===== src/rtl/logic_eval_pipe.sv =====
// Two-stage valid/ready pipeline evaluating y = ~a & (~(b&c) | d) on WIDTH lanes, optional complement per beat.
// Optional feature: define LOGIC_EVAL_ONES_EN to add the registered popcount output out_ones.
module logic_eval_pipe #(
  parameter int WIDTH = 4,
  parameter int CNT_W = 8
) (
  input  logic             clk,
  input  logic             rst_n,
  input  logic             in_valid,
  output logic             in_ready,
  input  logic [WIDTH-1:0] in_a,
  input  logic [WIDTH-1:0] in_b,
  input  logic [WIDTH-1:0] in_c,
  input  logic [WIDTH-1:0] in_d,
  input  logic             in_mode,
  output logic             out_valid,
  input  logic             out_ready,
  output logic [WIDTH-1:0] out_y,
  output logic [CNT_W-1:0] res_cnt
`ifdef LOGIC_EVAL_ONES_EN
  ,
  output logic [$clog2(WIDTH+1)-1:0] out_ones
`endif
);

  logic             s1_valid;
  logic             s2_valid;
  logic [WIDTH-1:0] t2_q;
  logic [WIDTH-1:0] t1_q;
  logic [WIDTH-1:0] d_q;
  logic             mode_q;
  logic [WIDTH-1:0] y_q;
  logic [WIDTH-1:0] y_next;
  logic             s1_adv;
  logic             s2_adv;

  // A stage may take new data when it is empty or its contents move on this cycle.
  assign s2_adv    = ~s2_valid | out_ready;
  assign s1_adv    = ~s1_valid | s2_adv;
  assign in_ready  = s1_adv;
  assign out_valid = s2_valid;
  assign out_y     = y_q;

  assign y_next = (t2_q & (t1_q | d_q)) ^ {WIDTH{mode_q}};

  always_ff @(posedge clk or negedge rst_n) begin
    if (!rst_n) begin
      s1_valid <= 1'b0;
      t2_q     <= '0;
      t1_q     <= '0;
      d_q      <= '0;
      mode_q   <= 1'b0;
    end else if (s1_adv) begin
      s1_valid <= in_valid;
      if (in_valid) begin
        t2_q   <= ~in_a;
        t1_q   <= ~(in_b & in_c);
        d_q    <= in_d;
        mode_q <= in_mode;
      end
    end
  end

  always_ff @(posedge clk or negedge rst_n) begin
    if (!rst_n) begin
      s2_valid <= 1'b0;
      y_q      <= '0;
    end else if (s2_adv) begin
      s2_valid <= s1_valid;
      if (s1_valid) begin
        y_q <= y_next;
      end
    end
  end

  always_ff @(posedge clk or negedge rst_n) begin
    if (!rst_n) begin
      res_cnt <= '0;
    end else if (s2_valid && out_ready) begin
      res_cnt <= res_cnt + CNT_W'(1);
    end
  end

`ifdef LOGIC_EVAL_ONES_EN
  localparam int OW = $clog2(WIDTH + 1);

  logic [OW-1:0] ones_next;
  logic [OW-1:0] ones_q;

  always_comb begin
    ones_next = '0;
    for (int i = 0; i < WIDTH; i++) begin
      ones_next = ones_next + OW'(y_next[i]);
    end
  end

  // Loaded alongside y_q so the count always describes the presented result.
  always_ff @(posedge clk or negedge rst_n) begin
    if (!rst_n) begin
      ones_q <= '0;
    end else if (s2_adv && s1_valid) begin
      ones_q <= ones_next;
    end
  end

  assign out_ones = ones_q;
`endif

endmodule


===== config.mk =====
export PLATFORM = sky130hd
export DESIGN_NAME = logic_eval_pipe
export DESIGN_NICKNAME = d
export VERILOG_FILES = /design/src/rtl/logic_eval_pipe.sv
export SDC_FILE = /design/constraint.sdc
export NUM_CORES = 1
export LEC_CHECK = 0
export BUFFER_PORTS_ARGS = -buffer_cell sky130_fd_sc_hd__buf_4
export CORE_ASPECT_RATIO = 1.1
export CORE_UTILIZATION = 45
export DETAILED_ROUTE_END_ITERATION = 10
export GPL_ROUTABILITY_DRIVEN = 0
export GPL_TIMING_DRIVEN = 0
export MAX_ROUTING_LAYER = met4
export PLACE_DENSITY = 0.77
export SLEW_MARGIN = 15
export SYNTH_ARGS = -nofsm -noshare
export SYNTH_HDL_FRONTEND = slang
export SYNTH_SLANG_ARGS = --single-unit

===== constraint.sdc =====
create_clock -name clk -period 3.5 [get_ports clk]
set_input_delay 0.175 -clock clk [delete_from_list [all_inputs] [get_ports clk]]
set_output_delay 0.175 -clock clk [all_outputs]
set_load 0.01 [all_outputs]

==> results of run 1 <==
==> path summary, 6_finish.rpt <==
kind | to | start | cells after the start
max | in_ready | out_valid | 3
min | t2_q[2] | in_a[2] | 2
max reg2reg | mode_q | out_valid | 3
min reg2reg | res_cnt[7] | res_cnt[7] | 1
max in group asynchronous | mode_q | rst_n | 2
min in group asynchronous | res_cnt[0] | rst_n | 2
==> sequential cells by signal (all words and copies together) (netlist names) <==
name	count
d_q	4
mode_q	1
out_valid	1
out_y	4
res_cnt	8
s1_valid	1
t1_q	4
t2_q	4
==> worst register-to-register path: stages, from the launching register on <==
cell,delay [ps]
dfrtp_1,440
nand3b_1,180
nand2_4,200
mux2_2,350
==> per-layer routing <==
metal	global-route usage [%]	wire (microns)	up-vias
met5	-	0	-
li1	-	-	389
met1	20.9	850	371
met4	4.29	18	0
met3	3.28	103	2
met2	31.1	947	31
==> cell usage after synthesis, types with 2 or more instances <==
| master | instances |
|---|---|
| a41oi_1 | 4 |
| dfrtp_1 | 27 |
| o21ai_0 | 4 |
| mux2i_1 | 4 |
| xnor2_1 | 6 |
| a21oi_1 | 4 |
| inv_1 | 4 |
| nor2_1 | 2 |
| xor2_1 | 5 |
| nand3_1 | 2 |
| nand2_1 | 5 |
| mux2_2 | 10 |
| nor3_1 | 2 |
| nand2b_1 | 3 |
==> power breakdown <==
part / internal (mW) / switching (mW)
Sequential: 0.389 / 0.0643
Combinational: 0.161 / 0.118
Clock: 0.0445 / 0.0838
==> cell families after synthesis <==
kind of cell    synth area share (%)
xor+xnor                        8.40
mux                             13.3
simple gates                    8.94
flops                           58.9
compound gates                  6.54
buf+inv                         2.83
fa+ha+maj                       1.09
==> what timing repair did <==
item | CTS | global route
hold buffers | 1 | 2
endpoints found under the setup margin | 0 | 0
setup buffers | 0 | 0
endpoints found under the hold margin | 27 | 2
==> final cells by class <==
type                       instances  area [sq um]
tap                               30          37.5
multi-input combinational         56           439
buffer                             3          17.5
sequential                        27           676
inverter                           4          15.0
fill                             191           831
timing repair buffer              36           278
clock buffer                       4          26.3
==> metrics by stage <==
stage / instance area, sq um / instances
2_1_floorplan: 1150 / 90
3_3_place_gp: 1430 / 153
3_5_place_dp: 1430 / 153
4_1_cts: 1470 / 158
5_1_grt: 1490 / 160
6_report: 1490 / 160
==> key figures, run 1 <==
Timing
  • Highest clock rate: between 0.6 and 0.7 GHz
  • Setup tns final: 0 ps
  • Max transition margin: between 70% and 80%
  • RSZ-0062 raised after global routing: no
  • Slew Limit Fails: 0
  • Minimum clock period: 1470 ps
  • Fin worst setup slack: a little over 2000 ps
  • Final setup vio count: 0
  • Fin Hold WS: approximately 8.8 ps
  • Max Clock Skew: between 3 and 4 ps
  • Final Hold Violating Endpoints: 0
  • Crit share post-route: a little over two fifths
  • Slew @ Worst Pin: about 330 ps

Power and ir drop
  • Leak: 0.712 nW
  • Pwr Density: between 500 and 600 mW/mm^2
  • Maximum vdd ir drop: ~0.37 mV
  • Overall power: between 0.8 and 0.9 mW

Clock tree
  • Root buffer cell: clkbuf_4
  • Htree depth: 1
  • Clock transition at path regs: 130 ps
  • CTS Buffer Depth: 2
  • CTS resizes: 0
  • Cts bufs inserted: 3
  • Sink Count: 27
  • Worst-Skew Late Latency: 310 ps
  • CTS tree: yes

Floorplan
  • Die ar.: roughly 0.0028 sq mm
  • Starting Density: ~49%
  • Die Wd: 50.1 microns
  • Row Count: 18
  • Core Area: roughly 0.0023 sq mm
  • Chip Height: around 55 microns
  • Ports: 35

GRT
  • Largest net degree at the start of global routing: 28
  • GRT Residual Overflow: 0
  • First-pass GRT wire length: 3420 microns
  • Vias in the first global route: 819
  • GRT Resource Usage Total: between 10% and 20%
  • Initial antenna violation count: 0

Route
  • Vias post-DR: roughly 790
  • Drt first pass iters: 4
  • 1st-iter DRT viols: 9
  • DR WL/cell: 12.0 microns
  • Remaining DRCs: 0
  • Routed WL: between 1500 and 2000 microns
  • Remaining antenna violation count: 0
  • Vias per cell: about 5.0

Cells and area
  • Final core utilization: around 64%
  • Commonest non-fill, non-tap cell in the layout: buf_4
  • Most frequent cells in the layout: 34 x buf_4, 27 x dfrtp_1, 10 x mux2_2
  • Area growth syn-to-layout: 29.8%
  • Antenna diode count: 0
  • Layout cell share with drive strength beyond 1: approximately two fifths
  • # nets final: roughly 150

Worst setup path
  • Crit path cell chain: nand3b_1 -> buf_4 -> buf_4
  • Setup CP Type: flip-flop to output pin
  • Reg-to-reg setup timing slack: between 2000 and 2500 ps
  • Critical path arrival: 1290 ps
  • CP Buf/Inv Count: 2
  • Startpoint types: flip-flop
  • Critical path's largest stage delay: 440 ps
  • Crit-path slowest cell: dfrtp_1
  • CP required: ~3300 ps
  • CP delay by family, top: flip-flops
  • Critical Path Most Common Cell: buf_4
  • CP Capture Type: output pin
  • Crit-path max FO: 10

Logic synthesis
  • Avg Synthesized Cell Area: between 10 and 15 sq um
  • Netlist Area Pre-Place: approximately 0.0011 sq mm
  • Seq/Total Area, Yosys: between 50% and 60%
  • Warnings from Yosys: 0
  • Syn nets: between 100 and 150
  • EDFF count, synth: 0
  • Post-synthesis async set-or-reset flop share: between 90% and 100%
  • Distinct cell type count after synthesis: 22
  • Synth area leader: dfrtp_1
  • Syn Inst Count: 90
  • Share of the synthesized area in the top cell type: around 60%
  • Post-synth top flop: dfrtp_1
  • #FFs+latches synth: 27
  • Synth area leaders: dfrtp_1 59%, mux2_2 9.8%, xnor2_1 4.6%

Status
  • Status: finished clean

Min path
  • Type of the tightest min-delay check: input pin to flip-flop

Place
  • DP HPWL: about 1400 microns
  • Port bufs: 33
  • Setup WS pre-CTS: ~2300 ps

Job
  • Max-cap violation count: 0
Note: power is estimated with default switching activity, not from simulation.
==> run 2: changes to the inputs <==
==> constraint.sdc (replaced) <==
create_clock -name clk -period 1.5 [get_ports clk]
set_input_delay 0.075 -clock clk [delete_from_list [all_inputs] [get_ports clk]]
set_output_delay 0.075 -clock clk [all_outputs]
set_load 0.01 [all_outputs]
==> run 2 against run 1 <==
  * Combinational power increased by 150%
  * Via count increased by 6.1%
  * Utilization grew 6.5 points
  * Design area is 10% higher
  * Register-to-register slack worse by 2000 ps
  * Non-clock buffer count increased by 15
==> key figures, run 2 (same netlist as run 1, synthesis figures left out) <==
Status
  • Status: finished clean

Cells and area
  • Antenna diode count: 0 (unchanged)
  • Max reg flops: 8 (unchanged)
  • Non-filler instance count after layout: 175 (+9.4%)
  • # nets final: 168 (+9.8%)
  • Top reg by flops: res_cnt
  • Area growth syn-to-layout: 42.9%
  • Cell area after layout: 0.00164 sq mm (+10%)
  • Most frequent cells in the layout: 34 x buf_4, 27 x dfrtp_1, 18 x dlygate4sd3_1
  • Layout cell share with drive strength beyond 1: 35.9% (-4.1 points)
  • Commonest non-fill, non-tap cell in the layout: buf_4
  • Fillers: 166 (-13%)

Timing
  • RSZ-0062 raised after global routing: no
  • Slew Limit Fails: 0 (unchanged)
  • Fin worst setup slack: 134 ps (-1900 ps)
  • Final setup vio count: 0 (unchanged)
  • Max Clock Skew: 5.87 ps (+2.64 ps)
  • Slew @ Worst Pin: 331 ps (-2.97 ps)
  • Setup tns final: 0 ps (unchanged)
  • Final Hold Violating Endpoints: 0 (unchanged)
  • Fin Hold WS: 61.1 ps (+52.3 ps)
  • Highest clock rate: between 0.7 and 0.8 GHz
  • Max transition margin: 77.9% (+0.20 points)
  • Crit share post-route: slightly above 90%
  • Minimum clock period: approximately 1400 ps

Floorplan
  • Row Count: 18 (unchanged)
  • Chip Height: 55.0 microns (unchanged)
  • Die Wd: 50.1 microns (unchanged)
  • Die ar.: 0.00276 sq mm (unchanged)
  • Core Area: 0.00232 sq mm (unchanged)
  • Starting Density: 49.5% (unchanged)
  • Ports: 35 (unchanged)

Worst setup path
  • Critical path's largest stage delay: 440 ps (about the same)
  • Critical path arrival: 1290 ps (about the same)
  • Reg2reg end: d_q[1]
  • Reg-to-reg setup timing slack: 230 ps (-2000 ps)
  • Crit-path max FO: 10 (unchanged)
  • CP Buf/Inv Count: 2 (unchanged)
  • Crit path cell chain: nand3b_1 -> buf_4 -> buf_4
  • CP delay by family, top: flip-flops
  • Critical Path Most Common Cell: buf_4
  • CP required: 1420 ps (-1900 ps)
  • Worst path depth: 3 (unchanged)
  • Startpoint types: flip-flop
  • R2r startpoint: out_valid
  • Setup CP Type: flip-flop to output pin
  • R2r worst-path depth: 3 (unchanged)
  • Crit-path slowest cell: dfrtp_1
  • CP Capture Type: output pin

Clock tree
  • Clock transition at path regs: 140 ps (about the same)
  • CTS Buffer Depth: 2 (unchanged)
  • CTS tree: yes
  • Root buffer cell: clkbuf_4
  • Cts bufs inserted: 3 (unchanged)
  • Sink Count: 27 (unchanged)
  • Worst-Skew Late Latency: 310 ps (about the same)
  • Htree depth: 1 (unchanged)

Route
  • Drt first pass iters: 4 (unchanged)
  • 1st-iter DRT viols: 11 (+2)
  • Vias per cell: 4.81 (-3.0%)
  • Remaining antenna violation count: 0 (unchanged)
  • Vias post-DR: 841 (+6.1%)
  • Routed WL: 2170 microns (+13%)
  • Remaining DRCs: 0 (unchanged)
  • DR WL/cell: 12.4 microns (+3.5%)

Min path
  • Hold wc startpoint: out_ready
  • Worst hold stages: 3 (+1)
  • Worst Hold Path EP: out_valid
  • Type of the tightest min-delay check: input pin to flip-flop

Place
  • DP HPWL: 1430 microns (unchanged)
  • Setup WS pre-CTS: 251 ps (-2000 ps)
  • DP Area: 0.00143 sq mm (unchanged)
  • Port bufs: 33 (unchanged)
  • Placed insts: 153 (unchanged)

Power and ir drop
  • Leak: 0.774 nW (+8.8%)
  • Maximum vdd ir drop: 0.867 mV (+140%)
  • Pwr Density: 1250 mW/mm^2 (+120%)

GRT
  • Initial antenna violation count: 0 (unchanged)
  • Vias in the first global route: 896 (+9.4%)
  • First-pass GRT wire length: 3850 microns (+13%)
  • GRT Residual Overflow: 0 (unchanged)
  • Largest net degree at the start of global routing: 28 (unchanged)
  • GRT Resource Usage Total: 19.9% (+2.4 points)

Job
  • Max-cap violation count: 0 (unchanged)
run 2: changes by cell type in the layout (fill, tap and decap cells not counted), sizes merged:
cell / change
dlygate4sd3: +15
run 2: per-stage QoR:
stage               utilization (%)  total power, mW
floorplan                         -             1.40
global placement               61.8             1.70
detailed placement             61.8             1.73
CTS                            70.7             2.07
global route                   70.7             2.21
finish                         70.7             2.04
run 2: area by class of cell:
cell class | instances | area (sq um) | share of cell area (%)
flip-flops and latches | 27 | 676 | 41.2
multi-input cells | 56 | 439 | 26.8
repair buffers | 51 | 428 | 26.1
well taps | 30 | 37.5 | 2.29
clock buffers | 4 | 26.3 | 1.60
plain buffers | 3 | 17.5 | 1.07
inverters | 4 | 15.0 | 0.916
run 2: worst max path at each step:
stage                to  startpoint  slack [ps]
2_1_floorplan    d_q[0]   out_valid         290
5_1_grt        in_ready   out_valid          30
6_report       in_ready   out_valid         130
3_5_place_dp     d_q[1]   out_valid         250
4_1_cts        in_ready   out_valid         120
3_3_place_gp     d_q[3]   out_valid         270
run 2: routing by layer:
layer	wire, microns	global-route usage, %	up-vias
met4	18	4.29	0
li1	-	-	418
met2	1110	37.3	31
met3	105	3.28	2
met1	938	22.6	390
met5	0	-	-
run 2: worst register-to-register path: stages, from the launching register on:
cell and delay (ps):
dfrtp_1 440, nand3b_1 180, nand2_4 200, mux2_2 350
run 2: where the power goes:
part	internal, mW	switching [mW]
clock network	0.104	0.198
logic	0.402	0.283
registers	0.907	0.150
total	1.41	0.631
run 2: repair_timing:
item / 4_1_cts / 5_1_grt
hold endpoints to repair: 40 / 0
resized for setup: 0 / 0
buffers inserted: 0 / 0
hold buffers: 18 / 0
